## src/rtl/count_event_monitor.sv

```systemverilog
// count_event_monitor: watches the free-running counter's count value and
// queues timestamped records for compare-match, wrap-around and (optionally)
// discontinuity events in a small first-word-fall-through FIFO that drains
// through a valid/ready interface.
// Optional feature macro: COUNT_EVT_JUMP_EN enables JUMP (discontinuity)
// detection; when undefined evt_flags[2] is always 0.
module count_event_monitor #(
  parameter int WIDTH   = 8,
  parameter int DEPTH   = 4,
  parameter int STAMP_W = 16
) (
  input  logic               clk,
  input  logic               rst_n,
  input  logic [WIDTH-1:0]   count_in,
  input  logic [WIDTH-1:0]   cmp_val,
  input  logic               cmp_arm,
  input  logic               clear,
  output logic               evt_valid,
  input  logic               evt_ready,
  output logic [2:0]         evt_flags,
  output logic [STAMP_W-1:0] evt_stamp,
  output logic [WIDTH-1:0]   evt_count,
  output logic               overflow,
  output logic               armed
);

  localparam int AW = $clog2(DEPTH);
  localparam logic [AW:0] PTR_ONE = (AW+1)'(1);

  typedef enum logic [1:0] {IDLE = 2'd0, ARMED = 2'd1, FIRED = 2'd2} state_e;

  state_e             state_q, state_d;
  logic [STAMP_W-1:0] stamp_q, stamp_d;
  logic [WIDTH-1:0]   prev_count_q;
  logic               prev_valid_q;
  logic [AW:0]        wr_ptr_q, wr_ptr_d;
  logic [AW:0]        rd_ptr_q, rd_ptr_d;
  logic               overflow_q, overflow_d;

  // Record storage carries no reset; the head is gated by evt_valid instead.
  logic [2:0]         flags_mem_q [DEPTH];
  logic [STAMP_W-1:0] stamp_mem_q [DEPTH];
  logic [WIDTH-1:0]   count_mem_q [DEPTH];

  logic       hit_match, hit_wrap, hit_jump;
  logic [2:0] det_flags;
  logic       push, pop, push_ok, full, empty;

`ifdef COUNT_EVT_JUMP_EN
  logic [WIDTH-1:0] prev_inc;
  assign prev_inc = prev_count_q + WIDTH'(1);
  // A step other than hold or +1 is a discontinuity; FF->00 counts as +1.
  assign hit_jump = prev_valid_q && (count_in != prev_count_q) && (count_in != prev_inc);
`else
  assign hit_jump = 1'b0;
`endif

  // Event detection against the previous sample; match fires only on entry.
  always_comb begin
    hit_wrap  = prev_valid_q && (prev_count_q == '1) && (count_in == '0);
    hit_match = (state_q == ARMED) && (count_in == cmp_val) && (count_in != prev_count_q);
    det_flags = {hit_jump, hit_wrap, hit_match};
  end

  // FIFO handshake: a full FIFO still accepts a push when the head pops.
  always_comb begin
    empty   = (wr_ptr_q == rd_ptr_q);
    full    = (wr_ptr_q[AW] != rd_ptr_q[AW]) && (wr_ptr_q[AW-1:0] == rd_ptr_q[AW-1:0]);
    pop     = !empty && evt_ready;
    push    = (|det_flags) && !clear;
    push_ok = push && (!full || pop);
  end

  // Next-state for pointers, sticky overflow and free-running timestamp.
  always_comb begin
    wr_ptr_d   = wr_ptr_q;
    rd_ptr_d   = rd_ptr_q;
    overflow_d = overflow_q;
    stamp_d    = stamp_q + STAMP_W'(1);
    if (clear) begin
      wr_ptr_d   = '0;
      rd_ptr_d   = '0;
      overflow_d = 1'b0;
    end else begin
      if (push_ok)          wr_ptr_d   = wr_ptr_q + PTR_ONE;
      if (pop)              rd_ptr_d   = rd_ptr_q + PTR_ONE;
      if (push && !push_ok) overflow_d = 1'b1;
    end
  end

  // Compare FSM next state; clear dominates any arm request.
  always_comb begin
    state_d = state_q;
    if (clear) begin
      state_d = IDLE;
    end else begin
      case (state_q)
        IDLE:    if (cmp_arm)   state_d = ARMED;
        ARMED:   if (hit_match) state_d = FIRED;
        FIRED:   if (cmp_arm)   state_d = ARMED;
        default:                state_d = IDLE;
      endcase
    end
  end

  // Control state registers with asynchronous reset.
  always_ff @(posedge clk or negedge rst_n) begin
    if (!rst_n) begin
      state_q      <= IDLE;
      stamp_q      <= '0;
      prev_count_q <= '0;
      prev_valid_q <= 1'b0;
      wr_ptr_q     <= '0;
      rd_ptr_q     <= '0;
      overflow_q   <= 1'b0;
    end else begin
      state_q      <= state_d;
      stamp_q      <= stamp_d;
      prev_count_q <= count_in;
      prev_valid_q <= 1'b1;
      wr_ptr_q     <= wr_ptr_d;
      rd_ptr_q     <= rd_ptr_d;
      overflow_q   <= overflow_d;
    end
  end

  // Record write into the slot addressed by the write pointer.
  always_ff @(posedge clk) begin
    if (push_ok) begin
      flags_mem_q[wr_ptr_q[AW-1:0]] <= det_flags;
      stamp_mem_q[wr_ptr_q[AW-1:0]] <= stamp_q;
      count_mem_q[wr_ptr_q[AW-1:0]] <= count_in;
    end
  end

  assign evt_valid = !empty;
  assign evt_flags = evt_valid ? flags_mem_q[rd_ptr_q[AW-1:0]] : 3'b000;
  assign evt_stamp = evt_valid ? stamp_mem_q[rd_ptr_q[AW-1:0]] : '0;
  assign evt_count = evt_valid ? count_mem_q[rd_ptr_q[AW-1:0]] : '0;
  assign overflow  = overflow_q;
  assign armed     = (state_q == ARMED);

endmodule

```

## config.mk

```make
export PLATFORM = sky130hd
export DESIGN_NAME = count_event_monitor
export DESIGN_NICKNAME = d
export VERILOG_FILES = /design/src/rtl/count_event_monitor.sv
export SDC_FILE = /design/constraint.sdc
export NUM_CORES = 1
export LEC_CHECK = 0
export ABC_AREA = 1
export CAP_MARGIN = 0
export CORE_ASPECT_RATIO = 1.1
export CORE_MARGIN = 5
export CORE_UTILIZATION = 50
export CTS_CLUSTER_SIZE = 14
export DETAILED_ROUTE_END_ITERATION = 6
export PLACE_DENSITY = 0.82
export SLEW_MARGIN = 20
export SYNTH_ARGS = -nofsm -noshare
export SYNTH_HDL_FRONTEND = slang
export SYNTH_SLANG_ARGS = --single-unit
```

## constraint.sdc

```tcl
create_clock -name clk -period 3.5 [get_ports clk]
set_input_delay 0.7 -clock clk [delete_from_list [all_inputs] [get_ports clk]]
set_output_delay 0.7 -clock clk [all_outputs]
set_load 0.1 [all_outputs]
```

; Word level (Yosys, flattened, before mapping)
; Memories as Yosys holds them, arrays and structs flattened.
; Index checks and enable logic that the tools add are counted.
[totals]
regBits = 34
latchBits = 0
ram_bits = 104
mem_bits_ro = 0
output_inout_bits = 30
elab_cells = 60
mem_count = 3
[op_classes]
addsub = 3
multipliers = 0
n_div = 0
magnitude_cmp = 0
eq_ne = 10
shifts = 0
muxes = 15
n_bitwise = 0
reduce_logical = 22
[mem_list]
columns = memory, words, width, rd, rd_clocked_by_memory_dff, wr, line_no
row1 = stamp_mem_q, 4, 16, 1, 0, 1, 42  ; logic [STAMP_W-1:0] stamp_mem_q [DEPTH];
row2 = count_mem_q, 4, 8, 1, 0, 1, 43  ; logic [WIDTH-1:0] count_mem_q [DEPTH];
row3 = flags_mem_q, 4, 2, 1, 0, 1, 41  ; logic [2:0] flags_mem_q [DEPTH];
[op_table]
columns = operator, n
row1 = adder 16 x 1 -> 16 bit (second input constant), 1
row2 = 2-to-1 mux 16 bit, 1
row3 = 2-to-1 mux 3 bit, 5
row4 = logical AND 1 bit, 9
row5 = equality test 8 bit, 1
row6 = equality test 8 bit (second input constant), 1
row7 = logical NOT 8 bit, 1
row8 = 2-to-1 mux 8 bit, 1
row9 = != test 8 bit, 1
row10 = adder 3 x 1 -> 3 bit (second input constant), 2
row11 = 2-to-1 mux 2 bit, 3
row12 = nonzero test 2 bit, 3
row13 = logical NOT 1 bit, 4
row14 = 2-to-1 mux 1 bit, 4
row15 = one-hot mux 2 bit (2 select lines), 1
row16 = OR reduction 2 bit, 2
row17 = equality test 3 bit, 1
row18 = != test 3 x 1 -> 1 bit (second input constant), 1
row19 = != test 3 x 2 -> 1 bit (second input constant), 1
row20 = equality test 2 x 1 -> 1 bit (second input constant), 1
row21 = equality test 2 bit, 1
row22 = equality test 2 bit (second input constant), 1
row23 = logical NOT 2 bit, 1
row24 = AND reduction 2 bit, 1
row25 = 2 further kinds, 2

; Logic depth before layout (Yosys ltp)
; Gate-level depths: netlist (run 1).
[logic_depth]
ltp_word = 10
mapped_depth = 11

; Worst setup path before layout (run 1)
; No wires, ideal clock.
[synth_timing]
kind = in2reg
from = input count_in[3]
to = memory count_mem_q[1][0] (enable)
arrival_time_ps = 2476
path_slack_ps = 615
cell_stages = 9
path_buffers = 0
cell_sequence = inv_1 > nand2_1 > inv_1 > nand2_1 > nor3_1 > nand4_1 > nand2_2 > nand2_2 > nor2_1
[synth_via]
elab_chain_len = 8
word_cells_on_any_way = 11
cone_classes = 2 x eq/ne / 2 x mux / 7 x reduce/logical
[synth_lines]
columns = item, line_no
row1 = start: declaration, 14  ; input logic [WIDTH-1:0] count_in,
row2 = equality test 8 bit, 61  ; hit_match = (state_q == ARMED) && (count_in == cmp_val) && (count_in != prev_count_q);
row3 = logical AND 1 bit (2 in a row), 61
row4 = OR reduction 2 bit *, 70  ; push = (|det_flags) && !clear;
row5 = logical AND 1 bit *, 70
row6 = logical AND 1 bit *, 71  ; push_ok = push && (!full || pop);
row7 = 2-to-1 mux 1 bit *, 129  ; if (push_ok) begin
row8 = 2-to-1 mux 1 bit (implied by the code) *, 132  ; count_mem_q[wr_ptr_q[AW-1:0]] <= count_in;
row9 = end: declaration, 43
; Mark *: on every way between the ends. The rest lies on a longest branch, timed or not.

; Worst setup path in the final report (run 1)
[layout_timing]
from = register rd_ptr_q[0]
to = output evt_count[3]
[layout_via]
elab_chain_len = 2
word_cells_on_any_way = 3
cone_classes = 1 x eq/ne / 1 x mux / 1 x memory
[layout_lines]
columns = item, line_no
row1 = start: declaration, 37  ; logic [AW:0] rd_ptr_q, rd_ptr_d;
row2 = start signal: assignment, 122  ; rd_ptr_q <= rd_ptr_d;
row3 = memory (4 x 8 bit) / equality test 3 bit (equally long branches), -
row4 = 2-to-1 mux 8 bit *, 139  ; assign evt_count = evt_valid ? count_mem_q[rd_ptr_q[AW-1:0]] : '0;
row5 = end: declaration, 22  ; output logic [WIDTH-1:0] evt_count,
; Marks and branches as above.

==> results.sh, run 1 <==
export IMPL_final_common_cell="edfxtp_1"
export IMPL_cts_sinks=138
export IMPL_max_clock_freq_mhz=342
export IMPL_grt_use_total=0.184
export IMPL_via_count=3941
export IMPL_grt_max_degree=35
export IMPL_synthArstFlopShare=0.246
export IMPL_avgViaCountPerCell=5.23
export IMPL_io_buffers=49
export IMPL_rrSetupSlack_ns=1.17
export IMPL_synth_largest_area_cell="edfxtp_1"
export IMPL_yosys_area_top_type_share=0.528
export IMPL_rsz0062_at_grt="no"
export IMPL_drv_cap=0
export IMPL_rows=41
export IMPL_boundaryPins=51
export IMPL_syn_area_um2=5920
export IMPL_max_slew_margin_rel=0.353
export IMPL_cts_setup_buffers=0
export IMPL_cp_data_required_time_ns=2.80
export IMPL_cts_max_level=4
export IMPL_drv_slew=0
export IMPL_ir_worst_vdd_mv=0.328
export IMPL_finalNetCount=618
export IMPL_ant_nets=0
export IMPL_status="complete, no violations"
export IMPL_syn2layout_area_growth_pct=26.7
export IMPL_synth_nets=557
export IMPL_ys_flop_type="edfxtp_1"
export IMPL_clock_latency_ns=0.41
export IMPL_insertedDiodeCount=0
export IMPL_die_area_um2=14100
export IMPL_worstMarginPinSlew_ns=0.968
export IMPL_worstSetupPathType="reg -> out"
export IMPL_hold_path_end="state_q[0]"
export IMPL_whs_path_depth=1
export IMPL_drcViolationCount=0
export IMPL_reg2reg_from="rd_ptr_q[0]"
export IMPL_grt_pass1_wl_um=19700
export IMPL_yosysSeqAreaShare=0.672
export IMPL_hold_class="reg -> reg"
export IMPL_cts_clk_slew_worst_paths_ns=0.06
export IMPL_utilization=0.650
export IMPL_start_kind="register"
export IMPL_syn_avg_cell_area_um2=11.2
export IMPL_tritoncts="done"
export IMPL_power_frac_seq=0.478
export IMPL_fin_skew_ns=0.0115
export IMPL_p_switching_w=0.000759
export IMPL_initial_core_util=0.513
export IMPL_die_w_um=114
export IMPL_power_w=0.00369
export IMPL_power_internal_w=0.00293
export IMPL_p_comb_frac=0.038
export IMPL_cts_resized=0
export IMPL_wl_per_cell_um=15.8
export IMPL_grt_ovfl_total=0
export IMPL_pwr_density_cell_nw_per_um2=492
export IMPL_ys_warn_count=0
export IMPL_reg2reg_depth=8
export IMPL_synth_edf_count=104
export IMPL_leakage_nw=3.20
export IMPL_finalSetupViolations=0
export IMPL_syn_inst=530
export IMPL_cts_root_buf="clkbuf_16"
export IMPL_dieHeight_um=124
export IMPL_synth_area_leaders="edfxtp_1 (53%), dfrtp_1 (14%), nor2_1 (6.3%)"
export IMPL_grt_pass1_vias=4029
export IMPL_core_region_area_um2=11500
export IMPL_clockPowerShare=0.484
export IMPL_multiInputGateArea_um2=1580
export IMPL_r2r_end="flags_mem_q[3][1]"
export IMPL_mostFrequentLayoutCells="edfxtp_1 (104), nor2_1 (95), nand2_1 (79)"
export IMPL_hpwl_um=7870
export IMPL_drive_gt1_frac=0.156
export IMPL_num_fill_cells=787
export IMPL_routed_wl_um=11900
export IMPL_ff_latch_area_um2=3970
export IMPL_antenna_found_initial=0
export IMPL_drt_first_pass_iters=4
export IMPL_end_kind="primary output"
export IMPL_cts_buffers=17
export IMPL_hold_viol_final=0
export IMPL_synth_seq_cells=138
export IMPL_setup_tns_final_ns=0
export IMPL_arrival_ns=2.22
export IMPL_switching_share=0.206
export IMPL_gp_congestion=0.808
export IMPL_cp_max_fo=30
export IMPL_min_from="state_q[0]"
export IMPL_hold_buffers=0
export IMPL_ctsLongestPathBuffers=2
export IMPL_drtIter0Drc=290
export IMPL_period_needed_ns=2.92
export IMPL_synth_distinct_cells=32
export IMPL_fin_crit_sh=0.834
cell families after synthesis:
logic type,count (synthesis),share of synthesized area
AO/OA/AOI/OAI,63,0.0708
buffers and inverters,93,0.0630
XOR/XNOR,18,0.0279
adder cells (fa/ha/maj),6,0.0127
other,2,0.00127
AND/OR/NAND/NOR,210,0.153
flip-flops,138,0.672
metrics by stage:
stage	setup WS, ns	area [µm²]	std cells	hold WS (ns)
floorplan	0.615	5920	530	0.404
global route	0.428	7500	754	0.524
CTS	0.555	7500	754	0.499
global placement	0.424	6900	722	0.477
detailed placement	0.352	6900	722	0.482
finish	0.580	7500	754	0.495
metal layers:
layer  vias to the layer above  track usage  wire, µm
met5                         -            0         0
met4                         0       0.0646       166
met3                        15       0.0505       703
met2                       141        0.328      6310
met1                      1890        0.213      4720
li1                       1895            -         -
synth_stat cells (2+ instances only):
master	n
nor2_2	2
inv_1	70
nand4_1	4
nor2_1	99
o21ai_0	29
nand2_1	79
nor3_1	3
xnor2_1	7
nor2_4	2
inv_2	2
buf_4	4
dfrtp_1	34
ha_1	6
a21oi_1	5
o32ai_1	26
buf_2	7
nand3_2	4
xor2_1	10
conb_1	2
nand3_1	10
edfxtp_1	104
clkbuf_1	9
nand2_2	3
sequential cells by signal (all words and copies together), names as in the netlist:
name          count
stamp_q          16
wr_ptr_q          3
prev_valid_q      1
prev_count_q      8
rd_ptr_q          3
stamp_mem_q      64
overflow          1
state_q           2
flags_mem_q       8
count_mem_q      32
layout make-up:
| type | count | share of cell area |
|---|---|---|
| Inverter | 72 | 0.0360 |
| Multi-Input combinational cell | 299 | 0.211 |
| Sequential cell | 138 | 0.530 |
| Clock inverter | 14 | 0.0227 |
| Timing Repair Buffer | 63 | 0.118 |
| Clock buffer | 18 | 0.0572 |
| Tap cell | 150 | 0.0250 |
worst max-delay path, cell delays in order, from the launching register on:
cell     delay [ns]
dfrtp_1        0.41
inv_2          0.35
buf_12         0.24
nor2_1         0.06
o32ai_1        0.34
nand2_1        0.09
inv_1          0.11
buf_12         0.18
worst max path at each step:
stage	from	endpoint	slack, ns	cells past startpoint
final	rd_ptr_q[0]	evt_count[3]	0.58	7
after global routing	rd_ptr_q[0]	evt_count[3]	0.43	7
after CTS	rd_ptr_q[0]	evt_count[3]	0.56	7
after detailed placement	count_in[3]	count_mem_q[3][7]	0.35	12
after global placement	count_in[5]	count_mem_q[3][7]	0.42	12
after floorplan	count_in[3]	count_mem_q[1][0]	0.61	9
power by group through the flow:
stage               clock, W  sequential (W)  combinational (W)
floorplan                  0         0.00179          0.0000778
finish               0.00178         0.00176           0.000140
global route         0.00189         0.00176           0.000154
global placement           0         0.00179           0.000138
detailed placement         0         0.00180           0.000141
CTS                  0.00181         0.00176           0.000141
Note: power is estimated with default switching activity, not from simulation.
==> inputs of run 2 (changes only) <==
==> constraint.sdc (replaced) <==
create_clock -name clk -period 3.1 [get_ports clk]
set_input_delay 0.62 -clock clk [delete_from_list [all_inputs] [get_ports clk]]
set_output_delay 0.62 -clock clk [all_outputs]
set_load 0.1 [all_outputs]
==> run 2 against run 1 <==
Die area is the same. Sequential cell count is the same. Register-to-register slack lost 0.17 ns. Clock power grew 7%. Combinational power grew 14%. Critical endpoint is now evt_count[2]. Highest routed layer unchanged.
==> results.sh, run 2 (same netlist as run 1, synthesis figures left out) <==
export IMPL_status="complete, no violations"
export IMPL_cts_buffers=17
export IMPL_via_count=4048
export IMPL_p_switching_w=0.000824
export IMPL_setup_tns_final_ns=0
export IMPL_grt_pass1_wl_um=20200
export IMPL_finalNetCount=620
export IMPL_cts_max_level=4
export IMPL_ff_latch_area_um2=3970
export IMPL_p_comb_frac=0.039
export IMPL_gp_congestion=0.850
export IMPL_num_fill_cells=814
export IMPL_mostFrequentLayoutCells="edfxtp_1 (104), nor2_1 (95), nand2_1 (79)"
export IMPL_initial_core_util=0.513
export IMPL_hpwl_um=8010
export IMPL_final_common_cell="edfxtp_1"
export IMPL_drcViolationCount=0
export IMPL_cts_root_buf="clkbuf_16"
export IMPL_rows=41
export IMPL_final_cells=756
export IMPL_cp_data_required_time_ns=2.48
export IMPL_boundaryPins=51
export IMPL_power_internal_w=0.00324
export IMPL_wl_per_cell_um=16.1
export IMPL_antenna_found_initial=0
export IMPL_placed_area_um2=6900
export IMPL_reg2reg_depth=8
export IMPL_path_cells="buf_4 -> xnor2_1 -> nand3_1 -> buf_4 -> nand2_1 -> inv_1 -> buf_12"
export IMPL_core_region_area_um2=11500
export IMPL_pwr_density_cell_nw_per_um2=544
export IMPL_drt_first_pass_iters=5
export IMPL_drv_slew=0
export IMPL_largest_reg_flops=64
export IMPL_fin_skew_ns=0.00683
export IMPL_io_buffers=49
export IMPL_arrival_ns=2.10
export IMPL_drv_cap=0
export IMPL_ctsLongestPathBuffers=2
export IMPL_start_kind="register"
export IMPL_slowest_stage="dfrtp_1"
export IMPL_whs_path_depth=1
export IMPL_grt_max_degree=35
export IMPL_cp_slowest_stage_delay_ns=0.40
export IMPL_grt_ovfl_total=0
export IMPL_clock_latency_ns=0.41
export IMPL_dpl_cell_count=724
export IMPL_dieHeight_um=124
export IMPL_rrSetupSlack_ns=1.00
export IMPL_routed_wl_um=12200
export IMPL_critPathTopFamily="buffers and inverters"
export IMPL_fin_area_um2=7470
export IMPL_switching_share=0.203
export IMPL_hold_buffers=0
export IMPL_fin_crit_sh=0.878
export IMPL_clockPowerShare=0.471
export IMPL_drive_gt1_frac=0.157
export IMPL_end_kind="primary output"
export IMPL_rsz0062_at_grt="no"
export IMPL_cts_clk_slew_worst_paths_ns=0.06
export IMPL_grt_use_total=0.187
export IMPL_leakage_nw=3.21
export IMPL_cts_resized=0
export IMPL_grt_pass1_vias=4134
export IMPL_multiInputGateArea_um2=1580
export IMPL_hold_viol_final=0
export IMPL_cp_max_fo=29
export IMPL_avgViaCountPerCell=5.35
export IMPL_worstSetupPathType="reg -> out"
export IMPL_insertedDiodeCount=0
export IMPL_period_needed_ns=2.72
export IMPL_ir_worst_vdd_mv=0.389
export IMPL_critPathMostFrequentCell="buf_4"
export IMPL_critPathBufInv=4
export IMPL_finalSetupViolations=0
export IMPL_cts_sinks=138
export IMPL_tritoncts="done"
export IMPL_die_w_um=114
export IMPL_drtIter0Drc=373
export IMPL_die_area_um2=14100
export IMPL_power_frac_seq=0.490
export IMPL_hold_class="reg -> reg"
export IMPL_syn2layout_area_growth_pct=26.3
export IMPL_cts_setup_buffers=0
export IMPL_ant_nets=0
export IMPL_max_clock_freq_mhz=367
export IMPL_cp_depth=7
run 2: final cells by class:
type / instances / area share
multi-input cells: 299 / 0.212
flip-flops and latches: 138 / 0.532
well taps: 150 / 0.0251
clock inverters: 13 / 0.0171
repair buffers: 65 / 0.119
clock buffers: 19 / 0.0593
inverters: 72 / 0.0362
run 2: through the flow:
stage	utilization	hold WS (ns)	worst slack, ns	power (W)
3_5_place_dp	0.598	0.482	0.180	0.00219
6_report	0.647	0.493	0.378	0.00406
5_1_grt	0.647	0.525	0.274	0.00418
2_1_floorplan	-	0.324	0.295	0.00211
4_1_cts	0.647	0.496	0.353	0.00408
3_3_place_gp	0.598	0.476	0.282	0.00218
run 2: power groups by stage:
stage	registers (W)	logic [W]	clock network (W)
2_1_floorplan	0.00203	0.0000878	0
3_3_place_gp	0.00203	0.000156	0
3_5_place_dp	0.00203	0.000159	0
4_1_cts	0.00199	0.000160	0.00193
5_1_grt	0.00199	0.000175	0.00202
6_report	0.00199	0.000159	0.00191
run 2: worst paths after layout:
check | start | endpoint
max | rd_ptr_q[0] | evt_count[2]
min | state_q[0] | state_q[0]
max reg2reg | rd_ptr_q[1] | stamp_mem_q[2][14]
min reg2reg | state_q[0] | state_q[0]
max in group asynchronous | rst_n | stamp_q[1]
min in group asynchronous | rst_n | overflow
run 2: worst register-to-register path: stages, from the launching register on:
cell,delay (ns)
dfrtp_1,0.35
buf_4,0.32
xnor2_1,0.14
nand2_1,0.09
nor3_2,0.05
nor2_1,0.23
nand2_2,0.19
nor2_2,0.14
buf_4,0.28
run 2: layer usage:
| layer | part of all wire | global-route usage | vias to the layer above |
|---|---|---|---|
| met4 | 0.011 | 0.0579 | 0 |
| met3 | 0.060 | 0.0457 | 17 |
| met1 | 0.39 | 0.211 | 1983 |
| met2 | 0.54 | 0.347 | 151 |
| met5 | 0 | 0 | - |
| li1 | - | - | 1897 |
